File: config.mk
export PLATFORM = sky130hd
export DESIGN_NAME = ofdm_symbol_scheduler
export DESIGN_NICKNAME = d
export VERILOG_FILES = /design/src/rtl/ofdm_pkg.sv /design/src/rtl/qam16_lane_map.sv /design/src/rtl/ofdm_symbol_scheduler.sv
export SDC_FILE = /design/constraint.sdc
export NUM_CORES = 1
export LEC_CHECK = 0
export ABC_AREA = 1
export BUFFER_PORTS_ARGS = -buffer_cell sky130_fd_sc_hd__buf_2
export CORE_UTILIZATION = 35
export DETAILED_ROUTE_END_ITERATION = 8
export SKIP_LAST_GASP = 1
export SLEW_MARGIN = 20
export SYNTH_ARGS = -nofsm -noshare
export SYNTH_HDL_FRONTEND = slang
export SYNTH_SLANG_ARGS = --single-unit
File: constraint.sdc
create_clock -name clk -period 7.45 [get_ports clk]
set_input_delay 0 -clock clk [delete_from_list [all_inputs] [get_ports clk]]
set_output_delay 0 -clock clk [all_outputs]
set_load 0.005 [all_outputs]
File: src/rtl/ofdm_pkg.sv
// Shared constants and types for the OFDM 16-QAM symbol scheduler.
// Level values are unsigned 16-bit amplitude codes consumed by the symbol generator.
package ofdm_pkg;

    localparam logic [15:0] LVL_0A = 16'h000A;
    localparam logic [15:0] LVL_14 = 16'h0014;
    localparam logic [15:0] LVL_1E = 16'h001E;
    localparam logic [15:0] LVL_28 = 16'h0028;

    localparam logic [15:0] PILOT_I = LVL_28;
    localparam logic [15:0] PILOT_Q = LVL_28;

    localparam int LANE_BITS = 16;

    typedef enum logic {
        ACCEPT = 1'b0,
        STALL  = 1'b1
    } sched_state_t;

endpackage

File: src/rtl/qam16_lane_map.sv
// Combinational 16-QAM nibble mapper: bits [1:0] select the I level, bits [3:2] the Q level.
module qam16_lane_map
    import ofdm_pkg::*;
(
    input  logic [3:0]  in_data,
    output logic [15:0] i_lvl,
    output logic [15:0] q_lvl
);

    always_comb begin
        i_lvl = LVL_14;
        q_lvl = LVL_28;
        case (in_data[1:0])
            2'b00:   i_lvl = LVL_14;
            2'b01:   i_lvl = LVL_0A;
            2'b10:   i_lvl = LVL_28;
            default: i_lvl = LVL_1E;
        endcase
        case (in_data[3:2])
            2'b00:   q_lvl = LVL_28;
            2'b01:   q_lvl = LVL_1E;
            2'b10:   q_lvl = LVL_14;
            default: q_lvl = LVL_0A;
        endcase
    end

endmodule

File: src/rtl/ofdm_symbol_scheduler.sv
// Packs mapped 16-QAM nibbles into LANES-wide I/Q words, marks OFDM symbol ends and counts symbols.
// Optional build macro OFDM_PILOT_INSERT_EN puts a fixed pilot in lane 0 of every word.
module ofdm_symbol_scheduler
    import ofdm_pkg::*;
#(
    parameter int LANES         = 4,
    parameter int WORDS_PER_SYM = 16
) (
    input  logic                       clk,
    input  logic                       rst_n,
    input  logic                       clr,
    input  logic                       in_valid,
    input  logic [3:0]                 in_data,
    output logic                       in_ready,
    output logic                       out_valid,
    input  logic                       out_ready,
    output logic [LANES*LANE_BITS-1:0] out_phase,
    output logic [LANES*LANE_BITS-1:0] out_quad,
    output logic                       out_last,
    output logic [15:0]                sym_count
);

    localparam int WORD_W  = LANES * LANE_BITS;
    localparam int LANE_CW = $clog2(LANES);
    localparam int WCNT_W  = $clog2(WORDS_PER_SYM);

`ifdef OFDM_PILOT_INSERT_EN
    localparam logic [LANE_CW-1:0] FIRST_LANE = LANE_CW'(1);
`else
    localparam logic [LANE_CW-1:0] FIRST_LANE = '0;
`endif
    localparam logic [LANE_CW-1:0] LAST_LANE = LANE_CW'(LANES - 1);
    localparam logic [WCNT_W-1:0]  LAST_WORD = WCNT_W'(WORDS_PER_SYM - 1);

    sched_state_t        state, state_nx;
    logic [LANE_CW-1:0]  lane_cnt;
    logic [WCNT_W-1:0]   word_cnt;
    logic [WORD_W-1:0]   fill_i, fill_q;
    logic [WORD_W-1:0]   asm_i, asm_q;
    logic [15:0]         map_i, map_q;
    logic                accept, out_hs, out_free, word_done;
    logic                load_direct, load_fill, load;

    qam16_lane_map u_map (
        .in_data (in_data),
        .i_lvl   (map_i),
        .q_lvl   (map_q)
    );

    assign in_ready    = (state == ACCEPT);
    assign accept      = in_valid && in_ready && !clr;
    assign out_hs      = out_valid && out_ready;
    assign out_free    = !out_valid || out_ready;
    assign word_done   = accept && (lane_cnt == LAST_LANE);
    assign load_direct = word_done && out_free;
    assign load_fill   = (state == STALL) && out_hs && !clr;
    assign load        = load_direct || load_fill;

    // Fill word with the incoming nibble merged in, so a completing nibble can bypass straight to the output.
    always_comb begin
        asm_i = fill_i;
        asm_q = fill_q;
        asm_i[int'(lane_cnt)*LANE_BITS +: LANE_BITS] = map_i;
        asm_q[int'(lane_cnt)*LANE_BITS +: LANE_BITS] = map_q;
`ifdef OFDM_PILOT_INSERT_EN
        asm_i[LANE_BITS-1:0] = PILOT_I;
        asm_q[LANE_BITS-1:0] = PILOT_Q;
`endif
    end

    always_ff @(posedge clk or negedge rst_n) begin
        if (!rst_n) state <= ACCEPT;
        else        state <= state_nx;
    end

    always_comb begin
        state_nx = state;
        case (state)
            ACCEPT:  if (word_done && !out_free) state_nx = STALL;
            STALL:   if (clr || out_hs)          state_nx = ACCEPT;
            default: state_nx = ACCEPT;
        endcase
    end

    always_ff @(posedge clk or negedge rst_n) begin
        if (!rst_n) begin
            lane_cnt <= FIRST_LANE;
            word_cnt <= '0;
        end else if (clr) begin
            lane_cnt <= FIRST_LANE;
            word_cnt <= '0;
        end else begin
            if (accept)
                lane_cnt <= word_done ? FIRST_LANE : lane_cnt + LANE_CW'(1);
            if (load)
                word_cnt <= (word_cnt == LAST_WORD) ? '0 : word_cnt + WCNT_W'(1);
        end
    end

    // Fill buffer is pure data; every lane is rewritten before a word can complete.
    always_ff @(posedge clk) begin
        if (accept) begin
            fill_i <= asm_i;
            fill_q <= asm_q;
        end
    end

    // Output stage: holds steady under backpressure, reloads back-to-back on a concurrent handshake.
    always_ff @(posedge clk or negedge rst_n) begin
        if (!rst_n) begin
            out_valid <= 1'b0;
            out_phase <= '0;
            out_quad  <= '0;
            out_last  <= 1'b0;
            sym_count <= '0;
        end else begin
            if (load) begin
                out_valid <= 1'b1;
                out_phase <= load_fill ? fill_i : asm_i;
                out_quad  <= load_fill ? fill_q : asm_q;
                out_last  <= (word_cnt == LAST_WORD);
            end else if (out_hs) begin
                out_valid <= 1'b0;
            end
            if (out_hs && out_last)
                sym_count <= sym_count + 16'd1;
        end
    end

endmodule

[Yosys cells after proc, flatten, opt, wreduce, memory -nomap -nowiden]
Cells that the tools add are included.
Widths: inputs -> output; s select.
Word-level totals
  register bits after elaboration: 281
  word-level logic and storage cells: 61
  output and inout bits: 147
  input port bits: 9
Operators by class
  $add $sub $neg: 4
  bitwise logic cells: 1
  reductions and logical operators: 20
  shifts and indexed selects: 3
  eq/ne operators: 6
  mux-type cells: 17
Operators by type and width (number)
  $bwmux 64: 2
  $mux 64: 2
  $shiftx 16x33->64: 2
  $shift 16x33->64 const A: 1
  $pmux 6 s3: 2
  $neg 6->33: 1
  $add 16x1->16 const B: 1
  $mux 4: 3
  $logic_and 1x1->1: 9
  $eq 2x2->1 const B: 3
  $mux 2: 3
  $reduce_bool 2->1: 3
  $add 4x1->4 const B: 1
  $eq 2x1->1 const B: 2
  $eq 4x4->1 const B: 1
  $logic_not 2->1: 2
  $mux 1: 4
  $logic_not 1->1: 3
  $logic_or 1x1->1: 3
  $add 2x1->2 const B: 1
  $pmux 1 s2: 1
  $not 1->1: 1

[Logic depth before layout (Yosys ltp)]
  depth after elaboration: 8
  gate-level depth with buffers: 11
  mapped depth without buffers: 11

[Modules after synthesis]
A second synthesis with hierarchy kept.
Unflattened totals
  cell total of the unflattened synthesis: 1445
  area total of the unflattened synthesis: 13143.9 µm²
By module, submodules not included
  ofdm_symbol_scheduler: area an instance 12811.0 µm², cells each 1399, times used 1, seq. area each 7672.4 µm²
  qam16_lane_map: area an instance 332.8 µm², cells each 46, times used 1, seq. area each 0.0 µm²

[Worst setup path after synthesis]
No wires, ideal clock.
  path kind: reg2reg
  start: reg state
  end: reg fill_i[0], enable pin
  slack: 3.922 ns
  setup time: 0.482 ns
  clock period less this slack: 3.528 ns
  data arrival time: 3.046 ns
  cell stages (with the launch flop): 4
  cells stage by stage: dfrtp_1 -> inv_2 -> nand3_2 -> inv_1
On the way
  longest elaborated chain between the ends: 3
Ends and longest elaborated chain
  start: declaration: line ofdm_symbol_scheduler.sv:35  | sched_state_t state, state_nx;
  start signal: assignment: line ofdm_symbol_scheduler.sv:73  | else state <= state_nx;
  $not 1->1
  named net in_ready: line ofdm_symbol_scheduler.sv:14  | output logic in_ready,
  $logic_and 1x1->1 (2 in series): line ofdm_symbol_scheduler.sv:51  | assign accept = in_valid && in_ready && !clr;
  named net accept: line ofdm_symbol_scheduler.sv:41  | logic accept, out_hs, out_free, word_done;
  end signal: assignment: line ofdm_symbol_scheduler.sv:103  | fill_i <= asm_i;
  end: declaration: line ofdm_symbol_scheduler.sv:38  | logic [WORD_W-1:0] fill_i, fill_q;
The timed path passes the listed nets, and every way through them passes these cells.
A chain may end at the register's enable or synchronous reset.

[Worst setup path after layout]
  start: reg lane_cnt[0]
  end: reg out_quad[10]
On the way
  longest elaborated chain between the ends: 4
  elaborated cells between the ends (all ways): 9
  those cells by class: add/sub: 1; eq/ne: 1; shift: 2; mux: 2; reduce/logical: 3
Ends and longest elaborated chain
  start: declaration: line ofdm_symbol_scheduler.sv:36  | logic [LANE_CW-1:0] lane_cnt;
  start signal: assignment: line ofdm_symbol_scheduler.sv:94  | lane_cnt <= word_done ? FIRST_LANE : lane_cnt + LANE_CW'(1);
  $neg 6->33 / $eq 2x2->1 (equally long branches): line ofdm_symbol_scheduler.sv:64, ofdm_symbol_scheduler.sv:54
  $shiftx 16x33->64, or another cell as far along: line ofdm_symbol_scheduler.sv:64  | asm_q[int'(lane_cnt)*LANE_BITS +: LANE_BITS] = map_q;
  $bwmux 64 / $logic_and 1x1->1 (equally long branches): line ofdm_symbol_scheduler.sv:64, ofdm_symbol_scheduler.sv:55
  $mux 64 / $logic_or 1x1->1 (equally long branches): line ofdm_symbol_scheduler.sv:120, ofdm_symbol_scheduler.sv:57
  end signal: assignment: line ofdm_symbol_scheduler.sv:120  | out_quad <= load_fill ? fill_q : asm_q;
  end: declaration: line ofdm_symbol_scheduler.sv:18  | output logic [LANES*LANE_BITS-1:0] out_quad,
Several ways; a longest one is shown, not always the timed one.

==> run metrics <==
outcome finished, final reports clean; Die X 188 um; number of DRC markers in iteration 0 between 600 and 700; Netlist Area Pre-Place approximately 12000 um2; CP required 7930 ps; core area roughly 34000 um2; largest family of logic cells by synthesized area simple AND/OR/NAND/NOR gates; Initial Utilization between 30% and 40%; Cell Chain, Critical Path ha_1, inv_1, nor2_2, nand2_2, nand2_4, inv_4, buf_6, nand2_1, nand2_1; post-route ant nets 0; critical path peak fanout 100; largest stage delay on the critical path about 620 ps; Hold Slack slightly above 60 ps; WL per Instance 14.6 um; DR vias/cell 4.55; share of layout cells above drive strength 1 between 10% and 20%; Mapped Cells around 1300; Critical Path AT between 3000 and 4000 ps; Setup Slack @ Placement between 4000 and 5000 ps; Total Wirelength ~28000 um; Hold Path Class input pin to register; Seq/Total Area, Yosys a little under two thirds; Slew @ Worst Pin 1050 ps; post-CTS sizing 0; max frequency approximately 350 MHz; number of I/O port buffers 155; PwrDens roughly 260 nW/um2; Final Skew 8.14 ps; vias in the first global route between 8000 and 9000; die area between 30000 and 40000 um2; Hold Violations, Final 0; #FFs+latches synth around 280; DPL Wire Length 17700 um; GRT overflow 0; IO Pins 156; synth unique cells 29; Inserted Clock Buffers 30; Synth Warn # 0; Post-Synth XOR/XNOR Area less than 1%; GRT Util Overall approximately 16%; Synth Area in Compound Gates 2.43%; initial antenna violation count 2; via count slightly below 9000; number of detailed-route iterations in the first pass 5; clk slew on worst S/H paths 60 ps; nature of the critical path endpoint register; Area Overhead vs Synth 17.3%; fraction of the mapped netlist area in adder cells 1.65%; Mapped Nets roughly 1300; maximum buffer depth of the clock tree 3; multiplexer share of the synthesized area 0%; RSZ-0062 raised after global routing no; first-pass GRT wire length 46300 um; clock tree root driver cell clkbuf_16; final worst setup slack between 4000 and 5000 ps; H-tree levels 1; GPL Wtd Cong 0.785; reg2reg start lane_cnt[0]$_DFFE_PN0P_; Leakage about 7.4 nW; slowest cell on the critical path buf_6; Synth Area in Simple Gates 24.0%; maximum VDD drop between 0.15 and 0.2 mV; Rel. slew slack 30.1%; CP dominant cell by count nand2_1; largest net degree at the start of global routing between 100 and 150; worst setup path class register to register; Rows between 60 and 70; fin crit share 38.5%; Tmin final ~2900 ps; Setup violations, final 0; Final Slew Violations 0; largest area contributor in the netlist edfxtp_1; final net count 1464; Setup TNS 0 ps; worst setup path start lane_cnt[0]$_DFFE_PN0P_; die height 188 um; Area contributors post-synth edfxtp_1 (32%), dfrtp_1 (32%), nand2_1 (14%); CTS tree yes; clk_lat worst skew approximately 550 ps; Worst Setup Start Kind register; hold wc startpoint in_data[0]; # Max-Cap Violations 0; synthesized area per cell between 9 and 10 um2; DRC 0; # clock sinks between 200 and 300; share of the synthesized area in the top cell type 31.8%
==> timing repair <==
action,in CTS,in global routing
buffers inserted,0,0
endpoints found under the hold margin,116,0
hold buffers,6,0
==> Yosys cell counts (all sizes together) <==
| library cell | n |
|---|---|
| nand3 | 119 |
| edfxtp | 128 |
| inv | 157 |
| ha | 16 |
| nor3 | 4 |
| o211ai | 1 |
| o31ai | 1 |
| nor2 | 127 |
| xnor2 | 5 |
| o32ai | 1 |
| a21oi | 2 |
| buf | 42 |
| dfrtp | 153 |
| clkbuf | 16 |
| o21ai | 45 |
| nand2 | 463 |
| nand4 | 4 |
| nor3b | 2 |
| a22o | 4 |
| xor2 | 4 |
| clkinv | 1 |
==> through the flow <==
step / total power, mW / instances / area, um2 / util, %
CTS: 3.81 / 1911 / 14200 / 42.0
floorplan: 2.12 / 1295 / 12100 / -
detailed placement: 2.33 / 1849 / 13200 / 39.0
global placement: 2.32 / 1849 / 13200 / 38.9
finish: 3.75 / 1912 / 14200 / 42.0
global route: 3.94 / 1912 / 14200 / 42.0
==> sequential cells by signal (all words and copies together), names as in the netlist <==
| signal | cells |
|---|---|
| fill_q | 64 |
| fill_i | 64 |
| out_phase | 64 |
| word_cnt | 4 |
| out_quad | 64 |
| state | 1 |
| sym_count | 16 |
| out_last | 1 |
| lane_cnt | 2 |
| out_valid | 1 |
==> area by class of cell <==
class | count | area (um2)
diodes | 1 | 2.50
clock buffers | 47 | 866
clock inverters | 9 | 92.6
fillers | 3323 | 19600
inverters | 158 | 601
multi-input cells | 798 | 3480
flip-flops and latches | 281 | 7670
well taps | 448 | 561
repair buffers | 170 | 916
==> cells in the final DEF (no fill, tap or decap), drive strengths merged <==
cell type | Yosys | layout
buf | 42 | 163
nor3b | 2 | 2
o32ai | 1 | 1
o31ai | 1 | 1
nand2 | 463 | 463
nor3 | 4 | 4
bufinv | 0 | 2
clkbuf | 16 | 48
dfrtp | 153 | 153
o21ai | 45 | 45
xnor2 | 5 | 5
edfxtp | 128 | 128
dlygate4sd3 | 0 | 6
a21oi | 2 | 2
o211ai | 1 | 1
ha | 16 | 16
nand3 | 119 | 119
nand4 | 4 | 4
inv | 157 | 157
nor2 | 127 | 127
clkinv | 1 | 8
diode | 0 | 1
xor2 | 4 | 4
a22o | 4 | 4
==> kinds of logic after synthesis <==
| logic type | after synthesis |
|---|---|
| xor gates and xnor gates | 9 |
| DFF | 281 |
| buffers and inverters | 216 |
| AOI/OAI and AO/OA | 54 |
| and+or+nand+nor | 719 |
| adders and majority gates | 16 |
==> per-layer routing <==
layer | wire length (um) | GRT usage (%) | vias up
met3 | 1280 | 2.66 | 32
met5 | 10 | 0 | -
met2 | 12700 | 26.0 | 167
met4 | 405 | 3.38 | 2
met1 | 13500 | 22.6 | 4162
li1 | - | - | 4339
==> final timing paths <==
check                                            end  slack (ps)  cells after the start
setup / recovery            out_quad[10]$_DFFE_PN0P_        4580                      9
min in group asynchronous  out_phase[60]$_DFFE_PN0P_         140                      2
max in group asynchronous    out_quad[4]$_DFFE_PN0P_        6110                      3
hold reg to reg             out_quad[51]$_DFFE_PN0P_         470                      2
setup reg to reg            out_quad[10]$_DFFE_PN0P_        4580                      9
hold / removal                   fill_i[1]$_DFFE_PP_          60                      4
==> critical path: cells and delay by family, from the launching register on <==
kind | cells | cell delay (ps)
buf+inv | 3 | 1200
simple gates | 5 | 800
flops | 1 | 450
fa+ha+maj | 1 | 250
==> power breakdown <==
group | switching (mW) | internal, mW | total [mW]
Sequential | 0.0809 | 1.79 | 1.87
Clock | 0.595 | 0.862 | 1.46
Combinational | 0.259 | 0.166 | 0.425
Note: power is estimated with default switching activity, not from simulation.
